===== src/rtl/rv_decode_stage.sv =====
// RISC-V decoder: static decode of the fetch word plus a registered stage
// applying privilege/CSR/FP legality checks. Optional FP via DECODER_FP_EN.
module rv_decode_stage #(
  parameter int XLEN = 64,
  parameter int ID_W = 20
) (
  input  logic            clk,
  input  logic            rstn,
  input  logic [XLEN-1:0] pc_i,
  input  logic [31:0]     data_i,
  input  logic            input_ready_i,
  input  logic [1:0]      fs_i,
  input  logic [1:0]      priv_lvl_i,
  input  logic [2:0]      frm_i,
  input  logic            tvm_i,
  input  logic            tw_i,
  input  logic            tsr_i,
  input  logic            debug_mode_i,
  output logic            valid_o,
  output logic [ID_W-1:0] id_o,
  output logic [XLEN-1:0] pc_o,
  output logic [31:0]     tinst_o,
  output logic            si_valid_o,
  output logic [2:0]      fu_o,
  output logic [3:0]      op_o,
  output logic [4:0]      rd_o,
  output logic [4:0]      rs1_o,
  output logic [4:0]      rs2_o,
  output logic [XLEN-1:0] imm_o,
  output logic            exc_valid_o,
  output logic [3:0]      exc_cause_o,
  output logic [XLEN-1:0] exc_tval_o
);
  localparam logic [2:0] FU_ALU = 3'd0;
  localparam logic [2:0] FU_BRU = 3'd1;
  localparam logic [2:0] FU_LSU = 3'd2;
  localparam logic [2:0] FU_CSR = 3'd3;
  localparam logic [2:0] FU_FPU = 3'd4;
  localparam logic [2:0] FU_NONE = 3'd7;

  localparam logic [31:0] W_ECALL = 32'h0000_0073;
  localparam logic [31:0] W_EBRK = 32'h0010_0073;
  localparam logic [31:0] W_MRET = 32'h3020_0073;
  localparam logic [31:0] W_SRET = 32'h1020_0073;
  localparam logic [31:0] W_WFI = 32'h1050_0073;
  localparam logic [31:0] W_DRET = 32'h7b20_0073;

  logic [6:0]      w_opc;
  logic [2:0]      w_f3;
  logic [6:0]      w_f7;
  logic [11:0]     w_csr;
  logic [XLEN-1:0] w_imm_i;
  logic [XLEN-1:0] w_imm_s;
  logic [XLEN-1:0] w_imm_b;
  logic [XLEN-1:0] w_imm_u;
  logic [XLEN-1:0] w_imm_j;
  logic [XLEN-1:0] w_uimm;

  assign w_opc = data_i[6:0];
  assign w_f3 = data_i[14:12];
  assign w_f7 = data_i[31:25];
  assign w_csr = data_i[31:20];
  assign w_imm_i = {{(XLEN-12){data_i[31]}}, data_i[31:20]};
  assign w_imm_s = {{(XLEN-12){data_i[31]}},
                    data_i[31:25], data_i[11:7]};
  assign w_imm_b = {{(XLEN-13){data_i[31]}}, data_i[31],
                    data_i[7], data_i[30:25], data_i[11:8], 1'b0};
  assign w_imm_u = {{(XLEN-32){data_i[31]}}, data_i[31:12], 12'h0};
  assign w_imm_j = {{(XLEN-21){data_i[31]}}, data_i[31],
                    data_i[19:12], data_i[20], data_i[30:21], 1'b0};
  assign w_uimm = {{(XLEN-5){1'b0}}, data_i[19:15]};

  logic            w_sv;
  logic [2:0]      w_fu;
  logic [XLEN-1:0] w_imm;
  logic            w_fp;
  logic            w_rm_use;

  // static decode: well-formedness, unit and immediate
  always_comb begin
    w_sv = 1'b0;
    w_fu = FU_NONE;
    w_imm = '0;
    w_fp = 1'b0;
    w_rm_use = 1'b0;
    case (w_opc)
      7'b0110111, 7'b0010111: begin
        w_sv = 1'b1;
        w_fu = FU_ALU;
        w_imm = w_imm_u;
      end
      7'b0010011: begin
        w_fu = FU_ALU;
        w_imm = w_imm_i;
        case (w_f3)
          3'd1: w_sv = data_i[31:26] == 6'b000000;
          3'd5: w_sv = data_i[31:26] == 6'b000000 ||
                       data_i[31:26] == 6'b010000;
          default: w_sv = 1'b1;
        endcase
      end
      7'b0110011: begin
        w_fu = FU_ALU;
        w_sv = w_f7 == 7'h00 ||
               (w_f7 == 7'h20 && (w_f3 == 3'd0 || w_f3 == 3'd5));
      end
      7'b0011011: begin
        w_fu = FU_ALU;
        w_imm = w_imm_i;
        case (w_f3)
          3'd0: w_sv = 1'b1;
          3'd1: w_sv = w_f7 == 7'h00;
          3'd5: w_sv = w_f7 == 7'h00 || w_f7 == 7'h20;
          default: w_sv = 1'b0;
        endcase
      end
      7'b0111011: begin
        w_fu = FU_ALU;
        case (w_f3)
          3'd0, 3'd5: w_sv = w_f7 == 7'h00 || w_f7 == 7'h20;
          3'd1: w_sv = w_f7 == 7'h00;
          default: w_sv = 1'b0;
        endcase
      end
      7'b1101111: begin
        w_sv = 1'b1;
        w_fu = FU_BRU;
        w_imm = w_imm_j;
      end
      7'b1100111: begin
        w_sv = w_f3 == 3'd0;
        w_fu = FU_BRU;
        w_imm = w_imm_i;
      end
      7'b1100011: begin
        w_sv = w_f3 != 3'd2 && w_f3 != 3'd3;
        w_fu = FU_BRU;
        w_imm = w_imm_b;
      end
      7'b0000011: begin
        w_sv = w_f3 != 3'd7;
        w_fu = FU_LSU;
        w_imm = w_imm_i;
      end
      7'b0100011: begin
        w_sv = !w_f3[2];
        w_fu = FU_LSU;
        w_imm = w_imm_s;
      end
      7'b0001111: begin
        w_sv = w_f3 == 3'd0 || w_f3 == 3'd1;
        w_fu = FU_LSU;
        w_imm = w_imm_i;
      end
      7'b1110011: begin
        w_fu = FU_CSR;
        if (w_f3 == 3'd0) begin
          w_sv = data_i == W_ECALL || data_i == W_EBRK ||
                 data_i == W_MRET || data_i == W_SRET ||
                 data_i == W_WFI || data_i == W_DRET ||
                 (w_f7 == 7'b0001001 && data_i[14:7] == 8'h0);
        end else begin
          w_sv = w_f3 != 3'd4;
          w_imm = w_f3[2] ? w_uimm : w_imm_i;
        end
      end
`ifdef DECODER_FP_EN
      7'b0000111: begin
        w_sv = w_f3 == 3'd2 || w_f3 == 3'd3;
        w_fu = FU_FPU;
        w_fp = 1'b1;
        w_imm = w_imm_i;
      end
      7'b0100111: begin
        w_sv = w_f3 == 3'd2 || w_f3 == 3'd3;
        w_fu = FU_FPU;
        w_fp = 1'b1;
        w_imm = w_imm_s;
      end
      7'b1010011: begin
        w_sv = !w_f7[1];
        w_fu = FU_FPU;
        w_fp = 1'b1;
        case (w_f7[6:2])
          5'h00, 5'h01, 5'h02, 5'h03, 5'h0b,
          5'h08, 5'h18, 5'h1a: w_rm_use = 1'b1;
          default: w_rm_use = 1'b0;
        endcase
      end
      7'b1000011, 7'b1000111, 7'b1001011, 7'b1001111: begin
        w_sv = !data_i[26];
        w_fu = FU_FPU;
        w_fp = 1'b1;
        w_rm_use = 1'b1;
      end
`endif
      default: w_sv = 1'b0;
    endcase
    if (data_i[1:0] != 2'b11) w_sv = 1'b0;
  end

`ifndef DECODER_FP_EN
  logic w_unused_fp;
  assign w_unused_fp = ^{fs_i, frm_i, w_fp, w_rm_use};
`endif

  logic w_is_csr;
  logic w_csr_wr;
  logic w_ill;
  logic w_fp_ill;
  logic w_ecall;
  logic w_ebrk;
  logic [3:0] w_op;

  assign w_is_csr = w_opc == 7'b1110011 && w_f3 != 3'd0;
  assign w_csr_wr = w_f3[1:0] == 2'b01 || data_i[19:15] != 5'd0;

`ifdef DECODER_FP_EN
  assign w_fp_ill = w_fp && (fs_i == 2'd0 ||
    (w_rm_use && (w_f3 == 3'd5 || w_f3 == 3'd6)) ||
    (w_rm_use && w_f3 == 3'd7 && frm_i >= 3'd5));
`else
  assign w_fp_ill = 1'b0;
`endif

  assign w_ill = !w_sv ||
    (w_is_csr && w_csr[9:8] > priv_lvl_i) ||
    (w_is_csr && w_csr[11:10] == 2'b11 && w_csr_wr) ||
    (w_is_csr && w_csr == 12'h180 && priv_lvl_i == 2'd1 && tvm_i) ||
    (data_i == W_MRET && priv_lvl_i != 2'd3) ||
    (data_i == W_SRET && (priv_lvl_i == 2'd0 ||
      (priv_lvl_i == 2'd1 && tsr_i))) ||
    (data_i == W_WFI && tw_i && priv_lvl_i != 2'd3) ||
    (w_opc == 7'b1110011 && w_f3 == 3'd0 && w_f7 == 7'b0001001 &&
      (priv_lvl_i == 2'd0 || (priv_lvl_i == 2'd1 && tvm_i))) ||
    (data_i == W_DRET && !debug_mode_i) ||
    w_fp_ill;

  assign w_ecall = data_i == W_ECALL;
  assign w_ebrk = data_i == W_EBRK;
  assign w_op = (w_fu <= FU_CSR) ? {data_i[30], w_f3} : 4'd0;

  logic [ID_W-1:0] r_id;

  // register one decoded beat per accepted word and advance the ID
  always_ff @(posedge clk) begin
    if (!rstn) begin
      r_id <= '0;
      valid_o <= 1'b0;
      id_o <= '0;
      pc_o <= '0;
      tinst_o <= '0;
      si_valid_o <= 1'b0;
      fu_o <= '0;
      op_o <= '0;
      rd_o <= '0;
      rs1_o <= '0;
      rs2_o <= '0;
      imm_o <= '0;
      exc_valid_o <= 1'b0;
      exc_cause_o <= '0;
      exc_tval_o <= '0;
    end else if (input_ready_i) begin
      r_id <= r_id + 1'b1;
      valid_o <= 1'b1;
      id_o <= r_id;
      pc_o <= pc_i;
      tinst_o <= data_i;
      si_valid_o <= w_sv;
      op_o <= w_op;
      rd_o <= data_i[11:7];
      rs1_o <= data_i[19:15];
      rs2_o <= data_i[24:20];
      imm_o <= w_imm;
      if (w_ill) begin
        fu_o <= FU_NONE;
        exc_valid_o <= 1'b1;
        exc_cause_o <= 4'd2;
        exc_tval_o <= {{(XLEN-32){1'b0}}, data_i};
      end else if (w_ecall) begin
        fu_o <= FU_NONE;
        exc_valid_o <= 1'b1;
        exc_cause_o <= {2'b10, priv_lvl_i};
        exc_tval_o <= '0;
      end else if (w_ebrk) begin
        fu_o <= FU_NONE;
        exc_valid_o <= 1'b1;
        exc_cause_o <= 4'd3;
        exc_tval_o <= pc_i;
      end else begin
        fu_o <= w_fu;
        exc_valid_o <= 1'b0;
        exc_cause_o <= '0;
        exc_tval_o <= '0;
      end
    end else begin
      valid_o <= 1'b0;
    end
  end
endmodule


===== config.mk =====
export PLATFORM = sky130hd
export DESIGN_NAME = rv_decode_stage
export DESIGN_NICKNAME = d
export VERILOG_FILES = /design/src/rtl/rv_decode_stage.sv
export SDC_FILE = /design/constraint.sdc
export NUM_CORES = 1
export LEC_CHECK = 0
export BUFFER_PORTS_ARGS = -buffer_cell sky130_fd_sc_hd__buf_2
export CAP_MARGIN = 25
export CORE_UTILIZATION = 45
export CTS_CLUSTER_DIAMETER = 200
export DETAILED_ROUTE_END_ITERATION = 10
export PLACE_DENSITY = 0.79
export SYNTH_ARGS = -nofsm -noshare
export SYNTH_HDL_FRONTEND = slang
export SYNTH_SLANG_ARGS = --single-unit

===== constraint.sdc =====
create_clock -name clk -period 5.5 [get_ports clk]
set_input_delay 1.65 -clock clk [delete_from_list [all_inputs] [get_ports clk]]
set_output_delay 1.65 -clock clk [all_outputs]
set_load 0.02 [all_outputs]

After elaboration in Yosys (flattened, before gate mapping)
Index checks and enable logic that the tools add are counted.
- register bits: 293
- input bits: 110
- output and inout port bits: 273
- word-level logic and storage cells: 135
- add/subtract/negate cells: 1
- magnitude comparators: 2
- equal/unequal tests: 34
- mux-type cells: 24
- reduce and logical (&&, ||, !) cells: 59
- operators by type and width (kind ; count):
    64-bit one-hot mux with 6 select lines ; 1
    64-bit two-way mux ; 5
    32-bit by 29-bit == test with 1-bit output (second input constant) ; 2
    7-bit by 6-bit == test with 1-bit output (second input constant) ; 5
    32-bit by 21-bit == test with 1-bit output (second input constant) ; 1
    32-bit by 30-bit == test with 1-bit output (second input constant) ; 1
    32-bit by 31-bit == test with 1-bit output (second input constant) ; 1
    32-bit by 7-bit == test with 1-bit output (second input constant) ; 1
    7-bit == test (second input constant) ; 4
    1-bit logical OR ; 22
    7-bit by 5-bit == test with 1-bit output (second input constant) ; 3
    20-bit by 1-bit adder with 20-bit output (second input constant) ; 1
    1-bit logical AND ; 20
    7-bit by 4-bit == test with 1-bit output (second input constant) ; 2
    12-bit by 9-bit == test with 1-bit output (second input constant) ; 1
    4-bit two-way mux ; 3
    3-bit one-hot mux with 4 select lines ; 1
    1-bit one-hot mux with 11 select lines ; 1
    3-bit two-way mux ; 3
    3-bit OR reduction ; 3
    8-bit zero test ; 1
    7-bit by 2-bit == test with 1-bit output (second input constant) ; 1
    7-bit zero test ; 1
    6-bit by 5-bit == test with 1-bit output (second input constant) ; 1
    other kinds (22) ; 35

Longest topological paths before layout
Gate-level depths: netlist of run 1.
- depth after elaboration: 20
- gate-level depth with buffers: 10
- mapped depth without buffers: 9

Worst setup path after synthesis of run 1
Ideal clock, no wire load.
- kind: in2reg
- from: input port data_i[30]
- to: register exc_tval_o[10]
- library setup time: 121 ps
- data arrival time: 3810 ps
- required time: 5379 ps
- path slack: 1569 ps
- stages: 8
- cell sequence: clkbuf_1 or4b_4 o41a_1 o32ai_2 nor4_1 nor4_4 buf_6 o21ai_2
- cells in the longest elaborated chain, start to end: 20
- elaborated cells on any way between the ends: 54
- those cells by class: eq/ne: 11; mux: 9; reduce/logical: 34
- ends and longest elaborated chain (what ; RTL line ; RTL):
    from (decl) ; 10 ; input logic [31:0] data_i,
    32-bit by 7-bit == test with 1-bit output / 32-bit by 21-bit == test with 1-bit output (equally long branches) ; 158, 239, 240 ;
    1-bit logical OR (2 in a row) ; 158 ; w_sv = data_i == W_ECALL || data_i == W_EBRK ||
    1-bit logical OR (2 in a row) ; 159 ; data_i == W_MRET || data_i == W_SRET ||
    1-bit logical OR (2 in a row) ; 160 ; data_i == W_WFI || data_i == W_DRET ||
    1-bit two-way mux ; 157 ; if (w_f3 == 3'd0) begin
    1-bit one-hot mux with 11 select lines ; 86 ; case (w_opc)
    1-bit two-way mux ; 199 ; if (data_i[1:0] != 2'b11) w_sv = 1'b0;
    1-bit zero test ; 226 ; assign w_ill = !w_sv ||
    1-bit logical OR ; 226 ;
    1-bit logical OR ; 227 ; (w_is_csr && w_csr[9:8] > priv_lvl_i) ||
    1-bit logical OR ; 228 ; (w_is_csr && w_csr[11:10] == 2'b11 && w_csr_wr) ||
    1-bit logical OR ; 229 ; (w_is_csr && w_csr == 12'h180 && priv_lvl_i == 2'd1 && tvm_i) ||
    1-bit logical OR ; 230 ; (data_i == W_MRET && priv_lvl_i != 2'd3) ||
    1-bit logical OR ; 232 ; (priv_lvl_i == 2'd1 && tsr_i))) ||
    1-bit logical OR ; 233 ; (data_i == W_WFI && tw_i && priv_lvl_i != 2'd3) ||
    1-bit logical OR ; 235 ; (priv_lvl_i == 2'd0 || (priv_lvl_i == 2'd1 && tvm_i))) ||
    64-bit two-way mux (*) ; 275 ; if (w_ill) begin
    to (signal assigned) ; 279 ; exc_tval_o <= {{(XLEN-32){1'b0}}, data_i};
    to (signal assigned) ; 289 ; exc_tval_o <= pc_i;
    to (decl) ; 32 ; output logic [XLEN-1:0] exc_tval_o
Every way passes the cells marked *; elsewhere a longest branch is shown, timed or not.
A chain may end at the register's enable or synchronous reset.

Final worst setup path of run 1
- from: input port data_i[7]
- to: register exc_tval_o[24]
Same word-level chain as after synthesis.

==> results.py, run 1 <==
metrics = {
    "global_routing": {
        "grt_start_max_net_pins": 96,
        "grt-ovfl-total": 0,
        "grt_pass1_wl_um": 48100,
        "track_usage_pct": 25.9,
        "antenna_found_initial": 2,
        "grt_pass1_vias": 8164,
    },
    "finish": {
        "drive_above_1_share_pct": 34.3,
        "nNetsFinal": 1436,
        "areaGrowthSynthToFinish_pct": 24.8,
    },
    "route": {
        "dr.pass1.iters": 5,
        "route.detailed.drc": 0,
        "ant_nets": 0,
        "met2_length_um": 14500,
        "drt_wl_total_um": 31600,
        "vias": 8820,
        "vias_per_cell": 5.43,
        "drtIter0Drc": 617,
        "dr.max_layer_used": "met5",
        "wl_per_cell_um": 19.5,
        "wl_met1_um": 13900,
        "wl_met3_um": 2230,
    },
    "clock_network": {
        "ctsHoldBuffers": 0,
        "postCtsSetupRepairBufs": 0,
        "clock-root-buffer": "clkbuf_16",
        "cts_tree": "done",
        "numClockSinks": 245,
        "cts.repair.resized": 0,
        "insertion_delay_ps": 530,
        "cts.reportedPaths.clkPinSlew_ps": 60,
        "h-tree-depth": 1,
        "clockBufferDepth": 3,
        "cts_made_buffers": 27,
    },
    "logic_synthesis": {
        "synth.most_common_cell": "dfxtp_1",
        "syn_nets": 1145,
        "synthCells": 1032,
        "synth_commonest_cells": "245 x dfxtp_1, 122 x nor2b_1, 116 x mux2i_1",
        "synth.avg_cell_area_sq_um": 9.96,
        "ys_seq_area_share_pct": 47.7,
        "synth_cell_types": 62,
        "yosysTopAreaCellShare_pct": 47.7,
        "syn_area_sq_um": 10300,
        "synth-seq-cells": 245,
        "yosysWarningCount": 0,
        "synth_top_cell_by_area": "dfxtp_1",
        "synthArstFlopShare_pct": 0,
        "synth_edf_count": 0,
        "synth.area.top_cells": "dfxtp_1 48%, mux2i_1 11%, nor2b_1 7.4%",
        "ys.flop_type": "dfxtp_1",
    },
    "pwr": {
        "power_uw": 4100,
        "ir_worst_vdd_mv": 0.240,
        "power.leakage_uw": 0.00606,
        "powerDensity_nw_per_um2": 320,
    },
    "setup_path": {
        "crit_path_end_kind": "flop",
        "start_kind": "primary input",
        "worst_ep_required_time_ps": 5970,
        "ff2ff_setup_slack_ps": 3530,
        "worstPathArrival_ps": 4490,
        "critPathKind": "primary input to flop",
        "cp_max_fo": 44,
    },
    "place": {
        "dp_hpwl_um": 22400,
        "place_congestion": 0.880,
        "portBuffers": 376,
    },
    "timing": {
        "setup_violations": 0,
        "hold_violations": 0,
        "slew_viol_final": 0,
        "rsz0062_at_grt": "false",
        "max_freq_mhz": 249,
        "min_period_ps": 4020,
        "relSlewSlack_pct": 37.7,
        "worstMarginPinSlew_ps": 934,
        "clock_skew_ps": 9.13,
        "setup_tns_ps": 0,
        "fin_crit_sh_pct": 73.2,
    },
    "floorplanning": {
        "dieHeight_um": 153,
        "io-pin-count": 383,
        "rows": 54,
        "die_area_sq_um": 23500,
        "die_w_um": 153,
        "core-area_sq_um": 22100,
        "initial_utilization_pct": 46.5,
    },
    "hold_path": {
        "hold_class": "flop to flop",
    },
    "flow_run": {
        "drv_cap": 0,
    },
    "status": {
        "status": "complete, no violations",
    },
}
-- through the flow --
stage          setup slack [ps]  utilization [%]  cells  hold slack [ps]  area (sq um)
2_1_floorplan              1570                -   1032              472         10300
3_3_place_gp                956             54.0   1573              431         11900
3_5_place_dp                973             54.1   1574              437         11900
4_1_cts                    1500             58.1   1623              450         12800
5_1_grt                    1180             58.1   1624              475         12800
6_report                   1480             58.1   1624              450         12800
-- final cells by class --
| class | instances | area [sq um] |
|---|---|---|
| inverters | 10 | 37.5 |
| clock buffers | 40 | 825 |
| multi-input cells | 653 | 4660 |
| well taps | 280 | 350 |
| fillers | 1932 | 9260 |
| diodes | 1 | 2.50 |
| flip-flops and latches | 245 | 4900 |
| repair buffers | 386 | 1990 |
| clock inverters | 9 | 57.6 |
-- cell usage in the layout (no fill, tap or decap), types with 6 or more instances in the layout --
cell | Yosys | routed
o31ai_1 | 6 | 6
and2_1 | 17 | 17
a21boi_0 | 10 | 10
inv_1 | 10 | 10
buf_4 | 48 | 9
nor3_1 | 10 | 10
nor2b_1 | 122 | 121
dfxtp_1 | 245 | 245
clkinv_2 | 0 | 6
a21oi_1 | 17 | 17
a22o_1 | 41 | 41
nor2_1 | 24 | 24
o21ai_0 | 38 | 38
o21ai_2 | 20 | 20
a221o_1 | 12 | 12
nand2_1 | 71 | 71
a22oi_1 | 32 | 32
mux2i_1 | 116 | 116
clkbuf_8 | 0 | 10
nor4_1 | 7 | 7
nand3_1 | 6 | 6
buf_2 | 9 | 374
nand4_1 | 8 | 8
or3_1 | 10 | 10
xnor2_1 | 13 | 13
a31oi_1 | 6 | 6
clkbuf_16 | 0 | 27
-- worst paths after layout --
kind                               from                          end  cells after the start
setup reg to reg   r_id[9]$_SDFFE_PN0P_        r_id[16]$_SDFFE_PN0P_                      6
hold reg to reg   imm_o[1]$_SDFFE_PN0P_        imm_o[1]$_SDFFE_PN0P_                      2
setup / recovery              data_i[7]  exc_tval_o[24]$_SDFFE_PN0P_                      9
hold / removal    imm_o[1]$_SDFFE_PN0P_        imm_o[1]$_SDFFE_PN0P_                      2
-- worst max-delay path: stages --
cell     delay (ps)
buf_2           150
or4_1           560
nor3_1          300
nand4_1         230
or3_1           540
nor2_4          520
buf_12          300
a22oi_1         130
o21ai_2         100
-- logic make-up after synthesis --
logic type	count (synthesis)	synth area share [%]
AO/OA/AOI/OAI	212	15.4
XOR/XNOR	16	1.36
adder cells (fa/ha/maj)	3	0.365
buffers and inverters	134	7.05
flip-flops	245	47.7
multiplexers	116	11.3
other	1	0.0365
AND/OR/NAND/NOR	305	16.8
-- registers in the layout, indices dropped and copies added, names as in the netlist, 3 cells and up --
name / count
exc_tval_o: 64
exc_cause_o: 3
pc_o: 64
id_o: 20
r_id: 20
op_o: 4
fu_o: 3
tinst_o: 32
imm_o: 32
-- per-layer routing --
metal,up-vias,track usage [%]
met2,379,41.5
met3,60,5.50
met1,4180,34.5
met5,-,0
li1,4199,-
met4,2,9.09
-- power by group --
group | internal [uW] | switching [uW] | leakage, uW
combinational | 166 | 297 | 0.00362
sequential | 1840 | 34.9 | 0.00200
clock | 1040 | 727 | 0.000442
No activity file was read; power rests on OpenSTA's default activity.
==> run 2: changes to the inputs <==
--- a/config.mk
+++ b/config.mk
@@ -5,12 +5,13 @@
 export SDC_FILE = /design/constraint.sdc
 export NUM_CORES = 1
 export LEC_CHECK = 0
+export ABC_AREA = 1
 export BUFFER_PORTS_ARGS = -buffer_cell sky130_fd_sc_hd__buf_2
 export CAP_MARGIN = 25
 export CORE_UTILIZATION = 45
 export CTS_CLUSTER_DIAMETER = 200
 export DETAILED_ROUTE_END_ITERATION = 10
-export PLACE_DENSITY = 0.79
+export PLACE_DENSITY = 0.78
 export SYNTH_ARGS = -nofsm -noshare
 export SYNTH_HDL_FRONTEND = slang
 export SYNTH_SLANG_ARGS = --single-unit
==> constraint.sdc (replaced) <==
create_clock -name clk -period 3.8 [get_ports clk]
set_input_delay 1.14 -clock clk [delete_from_list [all_inputs] [get_ports clk]]
set_output_delay 1.14 -clock clk [all_outputs]
set_load 0.02 [all_outputs]
==> run 2 against run 1 <==
Clock skew increased by 21 ps; cell area increased by 3.7%; area after synthesis increased by 4.8%; largest power group unchanged; highest routed layer is now met4.
==> results.py, run 2 <==
metrics = {
    "logic_synthesis": {
        "synth_edf_count": 0,
        "synth_top_cell_by_area": "dfxtp_1",
        "synth-xor-area-share_pct": 0.163,
        "synth_top_family_by_area": "simple AND/OR/NAND/NOR gates",
        "synthAdderAreaFrac_pct": 0.348,
        "synth-compound-area-share_pct": 13.5,
        "syn_nets": 1579,
        "synth_cell_types": 41,
        "syn_area_sq_um": 10800,
        "yosysWarningCount": 0,
        "synth-seq-cells": 245,
        "synth.most_common_cell": "nand2_1",
        "synth_mux_area_share_pct": 0,
        "synthArstFlopShare_pct": 0,
        "synth_commonest_cells": "483 x nand2_1, 245 x dfxtp_1, 102 x a21oi_1",
        "synthCells": 1466,
        "synth.avg_cell_area_sq_um": 7.35,
        "ys_seq_area_share_pct": 45.5,
        "yosysTopAreaCellShare_pct": 45.5,
        "synthSimpleGateAreaFrac_pct": 29.0,
        "ys.flop_type": "dfxtp_1",
        "synth.area.top_cells": "dfxtp_1 46%, nand2_1 17%, a21oi_1 4.7%",
    },
    "timing": {
        "rsz0062_at_grt": "false",
        "whs_ps": 446,
        "relSlewSlack_pct": 36.4,
        "fin_crit_sh_pct": 72.4,
        "setup_tns_ps": 0,
        "slew_viol_final": 0,
        "max_freq_mhz": 364,
        "min_period_ps": 2750,
        "worstMarginPinSlew_ps": 954,
        "setup_violations": 0,
        "hold_violations": 0,
        "clock_skew_ps": 30.4,
    },
    "finish": {
        "nNetsFinal": 1878,
        "final_cell_area_sq_um": 13300,
        "antennaDiodeCount": 0,
        "areaGrowthSynthToFinish_pct": 23.5,
        "final_common_cell": "nand2_1",
        "final_cell_mix": "483 x nand2_1, 375 x buf_2, 245 x dfxtp_1, 102 x a21oi_1, 92 x inv_1",
        "n_fill_cell": 2160,
        "drive_above_1_share_pct": 29.0,
        "reg.largest.list": "exc_tval_o: 64 flops, pc_o: 64 flops",
    },
    "clock_network": {
        "cts.repair.resized": 0,
        "ctsHoldBuffers": 0,
        "postCtsSetupRepairBufs": 0,
        "insertion_delay_ps": 550,
        "h-tree-depth": 1,
        "numClockSinks": 245,
        "clock-root-buffer": "clkbuf_16",
        "cts_tree": "done",
        "cts.reportedPaths.clkPinSlew_ps": 60,
        "cts_made_buffers": 26,
        "clockBufferDepth": 3,
    },
    "setup_path": {
        "worstPathArrival_ps": 3200,
        "start_kind": "primary input",
        "cp_max_fo": 33,
        "worst_ep_required_time_ps": 4250,
        "crit_path_end_kind": "flop",
        "critPathKind": "primary input to flop",
    },
    "global_routing": {
        "track_usage_pct": 26.7,
        "antenna_found_initial": 0,
        "grt_pass1_wl_um": 51800,
        "grt_pass1_vias": 9902,
        "grt_start_max_net_pins": 97,
        "grt-ovfl-total": 0,
    },
    "hold_path": {
        "hold_class": "flop to flop",
    },
    "floorplanning": {
        "dieHeight_um": 157,
        "core-area_sq_um": 23500,
        "initial_utilization_pct": 45.9,
        "die_area_sq_um": 24600,
        "io-pin-count": 383,
        "die_w_um": 157,
        "rows": 56,
    },
    "pwr": {
        "powerDensity_nw_per_um2": 443,
        "ir_worst_vdd_mv": 0.278,
        "power.leakage_uw": 0.00675,
        "power_uw": 5900,
    },
    "status": {
        "status": "complete, no violations",
    },
    "route": {
        "vias_per_cell": 5.13,
        "ant_nets": 0,
        "route.detailed.drc": 0,
        "dr.pass1.iters": 7,
        "vias": 10800,
        "drt_wl_total_um": 34400,
        "wl_per_cell_um": 16.3,
        "drtIter0Drc": 693,
    },
    "flow_run": {
        "drv_cap": 0,
    },
    "place": {
        "place_congestion": 0.904,
        "portBuffers": 376,
        "dpl_cell_area_sq_um": 12500,
        "dp_hpwl_um": 24600,
    },
}
## run 2: per-stage QoR
stage / utilization, % / cells / setup slack, ps
after floorplan: - / 1466 / 1030
after global placement: 53.1 / 2056 / 508
after detailed placement: 53.1 / 2056 / 494
after CTS: 56.7 / 2104 / 1000
after global routing: 56.7 / 2104 / 812
final: 56.7 / 2104 / 1050
## run 2: power by group
| group | switching, uW | total (uW) | internal [uW] |
|---|---|---|---|
| registers | 50.7 | 2710 | 2660 |
| clock network | 1040 | 2500 | 1450 |
| logic | 476 | 688 | 212 |
## run 2: final cells by class
cell class | instances | area [sq um] | share of cell area [%]
Inverter | 120 | 452 | 3.39
Clock inverter | 7 | 76.3 | 0.573
Clock buffer | 41 | 767 | 5.76
Sequential cell | 245 | 4900 | 36.8
Multi-Input combinational cell | 976 | 4650 | 35.0
Timing Repair Buffer | 396 | 2060 | 15.5
Tap cell | 319 | 399 | 3.00
## run 2: kinds of logic after synthesis
group                      count (synthesis)
other                                      1
xor gates and xnor gates                   2
adders and majority gates                  3
and+or+nand+nor                          726
DFF                                      245
AOI/OAI and AO/OA                        244
buffers and inverters                    245
## run 2: layer usage
layer	routed length, um	global-route usage, %	vias up	part of all wire, %
met5	0	0	-	0
met4	868	9.48	0	2.5
met3	2940	6.40	59	8.6
met2	17100	47.3	449	50
met1	13500	31.2	5019	39
li1	-	-	5261	-
## run 2: worst paths after layout
| kind | startpoint | end | slack [ps] | cells past startpoint |
|---|---|---|---|---|
| worst max-delay path | data_i[29] | exc_tval_o[14]$_SDFFE_PN0P_ | 1050 | 16 |
| worst min-delay path | tinst_o[13]$_SDFFE_PN0P_ | tinst_o[13]$_SDFFE_PN0P_ | 450 | 2 |
| worst max register to register | r_id[5]$_SDFFE_PN0P_ | r_id[19]$_SDFFE_PN0P_ | 2040 | 9 |
| worst min register to register | tinst_o[13]$_SDFFE_PN0P_ | tinst_o[13]$_SDFFE_PN0P_ | 450 | 2 |
## run 2: worst max-delay path, cell delays in order
cell	delay, ps
buf_2	170
ha_1	330
inv_1	70
nor2_1	40
o21ai_0	130
nand2_1	80
nand2_2	60
nand2_1	40
nand3b_4	160
nor2_4	170
buf_4	400
nand3_1	140
nand2_1	90
clkinv_1	60
nand2_1	50
nand2_1	40
==> run 3: changes to the inputs <==
--- a/config.mk
+++ b/config.mk
@@ -11,7 +11,7 @@
 export CORE_UTILIZATION = 45
 export CTS_CLUSTER_DIAMETER = 200
 export DETAILED_ROUTE_END_ITERATION = 10
-export PLACE_DENSITY = 0.78
+export PLACE_DENSITY = 0.81
 export SYNTH_ARGS = -nofsm -noshare
 export SYNTH_HDL_FRONTEND = slang
 export SYNTH_SLANG_ARGS = --single-unit
==> constraint.sdc (replaced) <==
create_clock -name clk -period 2.45 [get_ports clk]
set_input_delay 0.735 -clock clk [delete_from_list [all_inputs] [get_ports clk]]
set_output_delay 0.735 -clock clk [all_outputs]
set_load 0.02 [all_outputs]
==> run 3 against run 2 <==
Total power rose by 55%; register-to-register slack got worse by 1400 ps; non-clock buffer count is 90 higher; flip-flop and latch count unchanged; largest cell class unchanged; die area unchanged; sequential power rose by 55%.
==> results.py, run 3 (synthesis results as in run 2) <==
metrics = {
    "clock_network": {
        "cts_made_buffers": 25,
        "postCtsSetupRepairBufs": 0,
        "cts_tree": "done",
        "clockBufferDepth": 3,
        "clock-root-buffer": "clkbuf_16",
        "insertion_delay_ps": 540,
        "cts.reportedPaths.clkPinSlew_ps": 60,
        "numClockSinks": 245,
        "h-tree-depth": 1,
    },
    "pwr": {
        "powerDensity_nw_per_um2": 653,
        "ir_worst_vdd_mv": 0.522,
        "power.leakage_uw": 0.00720,
    },
    "setup_path": {
        "r2r_start": "r_id[5]$_SDFFE_PN0P_",
        "r2r-end": "r_id[19]$_SDFFE_PN0P_",
        "cp_max_fo": 33,
        "worst_ep_required_time_ps": 2870,
        "crit_path_end_kind": "flop",
        "start_kind": "primary input",
        "crit_path_start": "priv_lvl_i[1]",
        "ff2ff_setup_slack_ps": 610,
        "worstPathArrival_ps": 2620,
        "r2r_cells": 9,
        "critPathKind": "primary input to flop",
    },
    "finish": {
        "n_fill_cell": 2108,
        "fin_cells": 2193,
        "multi_input_comb_area_sq_um": 4650,
        "reg.largest.list": "exc_tval_o: 64 flops, pc_o: 64 flops",
        "areaGrowthSynthToFinish_pct": 30.2,
        "final_common_cell": "nand2_1",
        "final_cell_area_sq_um": 14000,
        "ff_latch_area_sq_um": 4910,
        "final_cell_mix": "483 x nand2_1, 375 x buf_2, 244 x dfxtp_1, 104 x buf_4, 102 x a21oi_1",
        "nNetsFinal": 1967,
        "drive_above_1_share_pct": 32.6,
    },
    "timing": {
        "rsz0062_at_grt": "false",
        "max_freq_mhz": 456,
        "min_period_ps": 2190,
        "hold_violations": 0,
        "slew_viol_final": 0,
        "fin_crit_sh_pct": 89.5,
        "setup_violations": 0,
        "clock_skew_ps": 5.33,
        "whs_ps": 416,
    },
    "floorplanning": {
        "initial_utilization_pct": 45.9,
        "dieHeight_um": 157,
        "io-pin-count": 383,
        "die_area_sq_um": 24600,
        "core-area_sq_um": 23500,
        "rows": 56,
        "die_w_um": 157,
    },
    "hold_path": {
        "hold_depth": 3,
        "min_from": "pc_i[60]",
        "holdPathEnd": "pc_o[60]$_SDFFE_PN0P_",
        "hold_class": "primary input to flop",
    },
    "route": {
        "route.detailed.drc": 0,
        "wl_met1_um": 13600,
        "dr.max_layer_used": "met4",
        "vias": 11100,
        "drt_wl_total_um": 34800,
        "dr.pass1.iters": 5,
        "wl_met3_um": 2980,
        "ant_nets": 0,
        "drtIter0Drc": 751,
        "met2_length_um": 16900,
        "wl_per_cell_um": 15.9,
        "vias_per_cell": 5.04,
    },
    "global_routing": {
        "grt_pass1_wl_um": 52800,
        "grt_start_max_net_pins": 99,
        "grt_pass1_vias": 10400,
        "antenna_found_initial": 3,
        "grt-ovfl-total": 0,
        "track_usage_pct": 27.4,
    },
    "place": {
        "portBuffers": 376,
        "place_congestion": 0.937,
        "dpl_cell_area_sq_um": 13200,
        "dp_hpwl_um": 25800,
        "dp.cells": 2146,
    },
    "flow_run": {
        "drv_cap": 0,
    },
    "status": {
        "status": "complete, no violations",
    },
}
run 3: how the worst max path moves through the flow:
stage | endpoint | depth (start not counted)
after global placement | exc_tval_o[12]$_SDFFE_PN0P_ | 17
after floorplan | exc_cause_o[1]$_SDFFE_PN0P_ | 14
after CTS | imm_o[40] | 1
after global routing | exc_tval_o[14]$_SDFFE_PN0P_ | 17
after detailed placement | exc_tval_o[29]$_SDFFE_PN0P_ | 17
final | exc_tval_o[14]$_SDFFE_PN0P_ | 17
run 3: final cells by class:
class	count	share of cell area, %
Clock buffer	35	5.15
Multi-Input combinational cell	976	33.1
Tap cell	319	2.84
Antenna cell	2	0.0357
Sequential cell	245	35.0
Inverter	120	3.22
Timing Repair Buffer	486	19.9
Clock inverter	10	0.722
run 3: worst max-delay path: stages:
cell and delay (ps):
buf_2 90, inv_1 50, ha_1 290, inv_1 60, nor2_1 30, o21ai_0 150
nand2_1 90, nand2_2 60, nand2_1 50, nand3b_4 160, nor2_4 230, buf_12 220
nand3_1 90, nand2_1 70, clkinv_1 70, nand2_1 70, nand2_1 70
run 3: timing repair:
| action | CTS | global route |
|---|---|---|
| resized for setup | 0 | 1 |
| hold buffers | 0 | 0 |
| hold endpoints to repair | 0 | 0 |
| setup endpoints to repair | 0 | 33 |
run 3: metrics by stage:
step           power, uW  setup TNS (ps)  worst slack [ps]  utilization [%]
2_1_floorplan       4940               0              86.7                -
3_3_place_gp        5430           -6480              -178             56.3
3_5_place_dp        5450           -9070              -236             56.3
4_1_cts             9240               0              61.4             59.8
5_1_grt             9510               0               108             59.8
6_report            9160               0               257             59.8
run 3: per-layer routing:
metal / vias up / GRT usage [%]
li1: 5437 / -
met1: 5048 / 31.0
met2: 488 / 48.6
met3: 86 / 6.78
met4: 0 / 11.3
met5: - / 0
run 3: power breakdown:
group	internal [uW]	switching, uW	leakage [uW]
Sequential	4130	80.8	0.00200
Combinational	402	752	0.00480
Clock	2180	1620	0.000400
